==> config.mk <==
export PLATFORM = sky130hd
export DESIGN_NAME = bw_pred_regfile_fwd
export DESIGN_NICKNAME = d
export VERILOG_FILES = /design/src/rtl/rfBlackWidowPkg.sv /design/src/rtl/bw_pred_regfile_fwd_sel.sv /design/src/rtl/bw_pred_regfile_fwd.sv
export SDC_FILE = /design/constraint.sdc
export NUM_CORES = 1
export LEC_CHECK = 0
export ABC_AREA = 1
export ABC_CLOCK_PERIOD_IN_PS = 19700
export CAP_MARGIN = 10
export CORE_MARGIN = 2
export CORE_UTILIZATION = 45
export DETAILED_ROUTE_END_ITERATION = 12
export SKIP_CTS_REPAIR_TIMING = 1
export SLEW_MARGIN = 20
export SYNTH_ARGS = -nofsm -noshare
export SYNTH_HDL_FRONTEND = slang
export SYNTH_HIERARCHICAL = 1
export SYNTH_SLANG_ARGS = --single-unit
==> constraint.sdc <==
create_clock -name clk -period 19.7 [get_ports clk]
set_clock_uncertainty 0.1 [all_clocks]
set_input_delay 5.91 -clock clk [delete_from_list [all_inputs] [get_ports clk]]
set_output_delay 5.91 -clock clk [all_outputs]
set_load 0.005 [all_outputs]
==> src/rtl/rfBlackWidowPkg.sv <==
// Shared types for the BlackWidow predicate register file.
// Index fields are sized for the largest supported file; narrower indices zero-extend.
package rfBlackWidowPkg;
   localparam int PRED_IDX_W = 16;
   typedef logic [PRED_IDX_W-1:0] pred_idx_t;

   localparam pred_idx_t PRED_ZERO = pred_idx_t'(0);
   localparam pred_idx_t PRED_ONE  = pred_idx_t'(1);

   typedef struct packed {
      pred_idx_t pRt1;
      pred_idx_t pRt2;
      logic      wr;
      logic      res;
   } pred_fwd_t;
endpackage

==> src/rtl/bw_pred_regfile_fwd_sel.sv <==
// Per-read-port priority selector: constants, forwarding stages (youngest first),
// writeback, then storage. hit flags that a non-storage source supplied the value.
module bw_pred_fwd_sel
   import rfBlackWidowPkg::*;
#(
   parameter int NFWD = 2
) (
   input  pred_idx_t                pRn,
   input  pred_fwd_t [NFWD-1:0]     fwd,
   input  pred_fwd_t                wb,
   input  logic                     stor_bit,
   output logic                     o,
   output logic                     hit
);
   always_comb begin
      o   = 1'b0;
      hit = 1'b0;
      if (pRn == PRED_ZERO) begin
         o   = 1'b0;
         hit = 1'b1;
      end else if (pRn == PRED_ONE) begin
         o   = 1'b1;
         hit = 1'b1;
      end else begin
         for (int s = 0; s < NFWD; s++) begin
            if (!hit && fwd[s].wr) begin
               if (pRn == fwd[s].pRt1) begin
                  o   = fwd[s].res;
                  hit = 1'b1;
               end else if (pRn == fwd[s].pRt2) begin
                  o   = ~fwd[s].res;
                  hit = 1'b1;
               end
            end
         end
         if (!hit && wb.wr) begin
            if (pRn == wb.pRt1) begin
               o   = wb.res;
               hit = 1'b1;
            end else if (pRn == wb.pRt2) begin
               o   = ~wb.res;
               hit = 1'b1;
            end
         end
         if (!hit) o = stor_bit;
      end
   end
endmodule

==> src/rtl/bw_pred_regfile_fwd.sv <==
// Predicate register file with forwarding network and pending scoreboard.
// Optional context save/restore port set enabled by BW_PRED_BULK_EN.
module bw_pred_regfile_fwd
   import rfBlackWidowPkg::*;
#(
   parameter  int NPREG = 64,
   parameter  int NRD   = 3,
   parameter  int NFWD  = 2,
   localparam int AW    = $clog2(NPREG)
) (
   input  logic                       clk,
   input  logic                       rst_n,
   input  logic [NRD-1:0][AW-1:0]     rd_pRn,
   output logic [NRD-1:0]             rd_o,
   output logic [NRD-1:0]             rd_rdy,
   input  logic [NFWD-1:0][AW-1:0]    fwd_pRt1,
   input  logic [NFWD-1:0][AW-1:0]    fwd_pRt2,
   input  logic [NFWD-1:0]            fwd_wr,
   input  logic [NFWD-1:0]            fwd_res,
   input  logic [AW-1:0]              wb_pRt1,
   input  logic [AW-1:0]              wb_pRt2,
   input  logic                       wb_wr,
   input  logic                       wb_res,
   input  logic [AW-1:0]              iss_pRt1,
   input  logic [AW-1:0]              iss_pRt2,
   input  logic                       iss_v,
   input  logic                       flush,
`ifdef BW_PRED_BULK_EN
   output logic [NPREG-1:0]           bulk_o,
   input  logic [NPREG-1:0]           bulk_i,
   input  logic                       bulk_wr,
`endif
   output logic [AW:0]                pend_cnt
);
   logic [NPREG-1:0] stor_q, stor_d;
   logic [NPREG-1:0] pend_q, pend_d;
   logic [AW:0]      pend_cnt_q, pend_cnt_d;

   pred_fwd_t [NFWD-1:0] fwd_bus;
   pred_fwd_t            wb_bus;

   always_comb begin
      for (int s = 0; s < NFWD; s++) begin
         fwd_bus[s].pRt1 = pred_idx_t'(fwd_pRt1[s]);
         fwd_bus[s].pRt2 = pred_idx_t'(fwd_pRt2[s]);
         fwd_bus[s].wr   = fwd_wr[s];
         fwd_bus[s].res  = fwd_res[s];
      end
      wb_bus.pRt1 = pred_idx_t'(wb_pRt1);
      wb_bus.pRt2 = pred_idx_t'(wb_pRt2);
      wb_bus.wr   = wb_wr;
      wb_bus.res  = wb_res;
   end

   for (genvar i = 0; i < NRD; i++) begin : g_rd
      logic hit;
      bw_pred_fwd_sel #(.NFWD(NFWD)) u_sel (
         .pRn      (pred_idx_t'(rd_pRn[i])),
         .fwd      (fwd_bus),
         .wb       (wb_bus),
         .stor_bit (stor_q[rd_pRn[i]]),
         .o        (rd_o[i]),
         .hit      (hit)
      );
      assign rd_rdy[i] = hit | ~pend_q[rd_pRn[i]];
   end

   // Clear-before-set ordering lets a same-cycle issue reclaim a register being retired.
   always_comb begin
      stor_d = stor_q;
      pend_d = pend_q;
      if (wb_wr) begin
         stor_d[wb_pRt2] = ~wb_res;
         stor_d[wb_pRt1] = wb_res;
      end
      if (flush) pend_d = '0;
      if (wb_wr) begin
         pend_d[wb_pRt1] = 1'b0;
         pend_d[wb_pRt2] = 1'b0;
      end
      if (iss_v) begin
         pend_d[iss_pRt1] = 1'b1;
         pend_d[iss_pRt2] = 1'b1;
      end
`ifdef BW_PRED_BULK_EN
      if (bulk_wr) begin
         stor_d = bulk_i;
         pend_d = '0;
      end
`endif
      stor_d[0] = 1'b0;
      stor_d[1] = 1'b1;
      pend_d[0] = 1'b0;
      pend_d[1] = 1'b0;
   end

   always_comb begin
      pend_cnt_d = '0;
      for (int i = 0; i < NPREG; i++)
         pend_cnt_d = pend_cnt_d + {{AW{1'b0}}, pend_d[i]};
   end

   always_ff @(posedge clk or negedge rst_n) begin
      if (!rst_n) begin
         stor_q     <= NPREG'(2);
         pend_q     <= '0;
         pend_cnt_q <= '0;
      end else begin
         stor_q     <= stor_d;
         pend_q     <= pend_d;
         pend_cnt_q <= pend_cnt_d;
      end
   end

   assign pend_cnt = pend_cnt_q;
`ifdef BW_PRED_BULK_EN
   assign bulk_o = stor_q;
`endif
endmodule

# Yosys cells after proc, flatten, opt, wreduce, memory -nomap -nowiden
# Index checks and enable logic that the tools add are counted.
[word_totals]
latchBits = 0
out_inout_bits = 13
reg_bits = 131
ramBits = 0
romBits = 0
in_bits = 76
wordCells = 242
memories = 0
[classes]
reduce_logical = 19
mul = 0
n_eq_ne = 21
div = 0
mux = 112
n_lt_le_gt_ge = 11
shifts = 0
add_sub_neg = 61
bitwise_logic = 15
[ops]
columns = ["cell", "count"]
rows = [
  ["$add A7 B1 Y7", 55],
  ["$mux W64", 3],
  ["$and A64 B64 Y64", 2],
  ["$bwmux W64", 2],
  ["$not A64 Y64", 2],
  ["$or A64 B64 Y64", 2],
  ["$eq A6 B6 Y1", 18],
  ["$mux W1", 97],
  ["$lt A6 B7 Y1 const B", 7],
  ["$logic_not A16 Y1", 3],
  ["$bmux W1 S6", 6],
  ["$demux W1 S6", 4],
  ["$ge A6 B1 Y1 const B", 4],
  ["$eq A6 B1 Y1 const B", 3],
  ["$logic_and A1 B1 Y1", 10],
  ["$add A6 B1 Y7", 1],
  ["$add A5 B1 Y6", 1],
  ["$logic_not A1 Y1", 6],
  ["$not A1 Y1", 6],
  ["$add A4 B1 Y5", 1],
  ["$add A3 B1 Y4", 1],
  ["$add A2 B1 Y3", 1],
  ["$or A1 B1 Y1", 3],
  ["$add A1 B1 Y2", 1],
]

# Longest topological paths before layout
[depth]
ltp_word = 72
ltp_mapped = 30
depth_no_buf = 30

# By module
# The synthesis kept the hierarchy.
[modules_own_cells]
columns = ["module", "cells_per_inst", "area_per_inst_um2", "seq_area_each_um2", "n_inst"]
rows = [
  ["bw_pred_regfile_fwd", 1950, 12560.8, 3278.1, 1],
  ["bw_pred_fwd_sel", 515, 2073.2, 0.0, 3],
]

# Worst setup path after synthesis
# No wires, ideal clock.
[synth_path]
path_type = "input to output"
start = "input rd_pRn[6] (netlist name)"
end = "output rd_o[1]"
cell_stages = 13
t_arrival_ns = 7.118
required_ns = 13.690
n_path_buf = 2
path_slack_ns = 6.572
cell_sequence = "inv_1 -> buf_2 -> buf_1 -> nand2_1 -> nand3_1 -> nand4_1 -> nand3_1 -> nand3_1 -> nand2_1 -> nand4_1 -> nand2_1 -> nor2_1 -> nor2_1"
[synth_between]
elab_chain_cells = 19
elab_cells_between_ends = 41
classes_between = "eq/ne: 7; mux: 29; reduce/logical: 5"
[synth_rtl]
columns = ["element", "line_no", "rtl"]
rows = [
  ["start: declaration", "bw_pred_regfile_fwd.sv:13", "input logic [NRD-1:0][AW-1:0] rd_pRn,"],
  ["$eq A6 B6 Y1", "bw_pred_regfile_fwd_sel.sv:30", "end else if (pRn == fwd[s].pRt2) begin"],
  ["$mux W1", "bw_pred_regfile_fwd_sel.sv:30", ""],
  ["$mux W1", "bw_pred_regfile_fwd_sel.sv:27", "if (pRn == fwd[s].pRt1) begin"],
  ["$mux W1", "bw_pred_regfile_fwd_sel.sv:26", "if (!hit && fwd[s].wr) begin"],
  ["$mux W1", "bw_pred_regfile_fwd_sel.sv:21", "end else if (pRn == PRED_ONE) begin"],
  ["$mux W1", "bw_pred_regfile_fwd_sel.sv:18", "if (pRn == PRED_ZERO) begin"],
  ["$mux W1 or $logic_not A1 Y1 (tied branches)", "bw_pred_regfile_fwd_sel.sv:30, bw_pred_regfile_fwd_sel.sv:26", ""],
  ["$mux W1 or $logic_and A1 B1 Y1 (tied branches)", "bw_pred_regfile_fwd_sel.sv:27, bw_pred_regfile_fwd_sel.sv:26", ""],
  ["[... 3 more ...]", "n/a", ""],
  ["$mux W1 or $logic_not A1 Y1 (tied branches)", "bw_pred_regfile_fwd_sel.sv:40, bw_pred_regfile_fwd_sel.sv:36", ""],
  ["$mux W1 or $logic_and A1 B1 Y1 (tied branches)", "bw_pred_regfile_fwd_sel.sv:37, bw_pred_regfile_fwd_sel.sv:36", ""],
  ["$mux W1", "bw_pred_regfile_fwd_sel.sv:36", "if (!hit && wb.wr) begin"],
  ["$mux W1", "bw_pred_regfile_fwd_sel.sv:21", ""],
  ["$mux W1", "bw_pred_regfile_fwd_sel.sv:18", ""],
  ["$mux W1", "bw_pred_regfile_fwd_sel.sv:45", "if (!hit) o = stor_bit;"],
  ["$mux W1", "bw_pred_regfile_fwd_sel.sv:21", ""],
  ["$mux W1 *", "bw_pred_regfile_fwd_sel.sv:18", ""],
  ["end: declaration", "bw_pred_regfile_fwd.sv:14", "output logic [NRD-1:0] rd_o,"],
]
# Every way passes the cells marked *; elsewhere a longest branch is shown, timed or not. The select of a mux whose other input is x is not followed.

# Final worst setup path
[layout_path]
start = "input rd_pRn[13] (netlist name)"
end = "output rd_o[2]"
# The elaborated chain is that of the path after synthesis.

==> run_results.csv <==
group,metric,value,unit
grt,grt_max_degree,71,
grt,antenna_found_initial,0,
clocking,h-tree-depth,4,
sta,slew_headroom,0.255,
grt,grt_util_all_layers,0.357,
synthesis,ys_ff_latch,131,
clocking,path_clk_slew,60,ps
setup_path,ff2ff_setup_slack,12780,ps
floorplanning,rows,74,
setup_path,cp-start-kind,"primary input",
hold_path,hold_depth,2,
clocking,clock_latency,420,ps
setup_path,path_cells,"clkdlybuf4s50_1, buf_4, clkinv_1, buf_4, o21ai_0, nand2_1, a21oi_1, nand2_1, nand3_1, nand3_1, nand2_1, nand4_1, nand2_1, nor2_1, nor2_1, clkdlybuf4s50_1",
run_status,status,"complete, no violations",
sta,hold_violations,0,
flow_run,maxCapViolCount,0,
synthesis,yosysTopAreaCell,"nand2_1",
power,ir_drop,0.0000562,V
layout,diodes,0,
setup_path,cp_num_buf_inv,5,
setup_path,reg2reg_depth,22,
sta,min_period,15640,ps
setup_path,crit_family,"buffers and inverters",
grt,grt_pass1_wl,120,mm
power,power_frac_comb,0.359,
floorplanning,pin_count,89,
floorplanning,die_w,208,um
setup_path,critical_path.max_stage_delay,660,ps
route,via_per_inst,5.03,
power,p_sw_frac,0.400,
sta,final-setup-viol-count,0,
synthesis,synth_cells,3495,
power,pwr-share-clk,0.317,
power,p_switching,442,uW
power,power_density,49.8,nW/um^2
sta,rsz0062_at_grt,"false",
layout,nets,4101,
synthesis,synth_common_cells,"nand2_1, inv_1, nand3_1",
setup_path,crit_slowest_cell,"clkinv_1",
clocking,cts_buffers,17,
sta,max_freq,63.9,MHz
setup_path,crit_top_cell,"nand2_1",
floorplanning,die_h,208,um
sta,setup_slack,4060,ps
synthesis,yosysSeqAreaShare,0.175,
floorplanning,start_util,0.458,
synthesis,ys_warn_count,6,
setup_path,path_depth,16,
synthesis,avgSynthCellArea,5.37,um^2
setup_path,critPathKind,"primary input to primary output",
power,p_leak,0.0119,uW
route,met3_wirelength,7.27,mm
sta,fin_hold_ws,402,ps
placement,dp_hpwl,60.3,mm
grt,grt_overflow_total,0,
sta,finalSetupTns,0,ps
synthesis,async_reset_ff_frac,1.00,
sta,maxSlewViolCount,0,
clocking,cts.path.max_buffers,2,
synthesis,synth-edff-count,0,
clocking,cts_tree,"done",
route,drtAntennaViolNets,0,
setup_path,crit_path_max_fanout,37,
route,wl_met1,31.7,mm
sta,tightest_slew,1110,ps
route,routed_wl,77.8,mm
route,wl_per_cell,17.3,um
sta,post-route-period-util,0.794,
synthesis,yosysUniqueCellTypes,41,
synthesis,synth.area.top_cells,"nand2_1, dfrtp_1, nand3_1",
layout,syn2layout_area_growth,18.3,%
synthesis,netlist.area_leader.share,0.299,
route,wl_met2,34.6,mm
grt,grt_pass1_vias,20900,
setup_path,cp.arrival,9630,ps
synthesis,yosysMostFrequentCell,"nand2_1",
synthesis,synthesis.area,18800,um^2
setup_path,required,13690,ps
power,p_int,664,uW
route,top_layer,"met4",
synthesis,ys.flop_type,"dfrtp_1",
placement,gp_congestion,1.00,
route,drtIter0Drc,2076,
route,drc_errors,0,
route,vias,22600,
route,firstDrtPassIters,6,
clocking,clkSinkCount,131,
placement,port_buffers,88,
clocking,ctsRootBufferMaster,"clkbuf_16",
setup_path,cp-end-kind,"primary output",
hold_path,hold_class,"flop to flop",
layout,drive_gt1_frac,0.0426,
placement,pre_cts_slack,4190,ps
floorplanning,core,41000,um^2
power,seqPwrFrac,0.324,
floorplanning,die-area,43400,um^2
## worst min-delay path: cells and delay by family (launching register included)
kind / cells / cell delay [ps]
AO/OA/AOI/OAI: 1 / 60
AND/OR/NAND/NOR: 1 / 50
flip-flops: 1 / 350
## routing by layer
layer  track usage  up-vias
li1              -    11200
met1         0.461    10100
met2         0.583     1169
met3        0.0488      214
met4         0.188        0
met5             0        -
## state kept, by name, indices dropped and copies added (netlist names)
| register | flops |
|---|---|
| pend_cnt | 7 |
| pend_q | 62 |
| stor_q | 62 |
## logic make-up (layout without fill, tap and decap cells)
| group | Yosys count | in the layout | share of synthesized area |
|---|---|---|---|
| adders and majority gates | 68 | 68 | 0.0661 |
| AOI/OAI and AO/OA | 271 | 271 | 0.0807 |
| and+or+nand+nor | 2274 | 2274 | 0.495 |
| buffers and inverters | 655 | 674 | 0.139 |
| xor gates and xnor gates | 93 | 93 | 0.0434 |
| DFF | 131 | 131 | 0.175 |
| muxes | 2 | 2 | 0.00120 |
| other | 1 | 456 | 0.000200 |
## power groups by stage
stage / logic, uW / clock network, uW / registers, uW
after floorplan: 267 / 0 / 330
after global placement: 371 / 0 / 357
after detailed placement: 376 / 0 / 357
after CTS: 378 / 351 / 352
after global routing: 450 / 362 / 358
final: 397 / 351 / 358
## layout make-up
cell class	count	area, um^2
Clock buffer	18	429
Clock inverter	13	210
Fill cell	4341	18800
Inverter	532	2000
Multi-Input combinational cell	3164	14600
Sequential cell	131	3280
Tap cell	532	666
Timing Repair Buffer	111	1030
## cells in the final DEF, fill, tap and decap left out, drive strengths merged
master / n
a21boi: 1
a21o: 2
a21oi: 28
a22oi: 19
a32o: 4
buf: 29
bufinv: 5
clkbuf: 18
clkdlybuf4s50: 82
clkinv: 13
clkinvlp: 2
conb: 456
dfrtp: 131
fa: 52
ha: 16
inv: 525
mux2: 2
nand2: 1524
nand3: 365
nand3b: 7
nand4: 14
nor2: 323
nor3: 32
nor4: 6
o211ai: 14
o21ai: 178
o22ai: 25
or2: 3
xor2: 93
## final timing paths
| kind | from | end |
|---|---|---|
| max reg2reg | pend_q[45] | pend_cnt[6] |
| min in group asynchronous | rst_n | pend_cnt[4] |
| max in group asynchronous | rst_n | stor_q[45] |
| min | stor_q[10] | stor_q[10] |
| min reg2reg | stor_q[10] | stor_q[10] |
| max | rd_pRn[13] | rd_o[2] |
## metrics by stage
step	cells	utilization	total power, uW	instance area (um^2)
after detailed placement	4470	0.526	732	21600
after global routing	4501	0.542	1170	22200
after CTS	4501	0.542	1080	22200
after floorplan	3950	-	597	20500
after global placement	4470	0.526	728	21600
final	4501	0.542	1110	22200
Note: power is estimated with default switching activity, not from simulation.
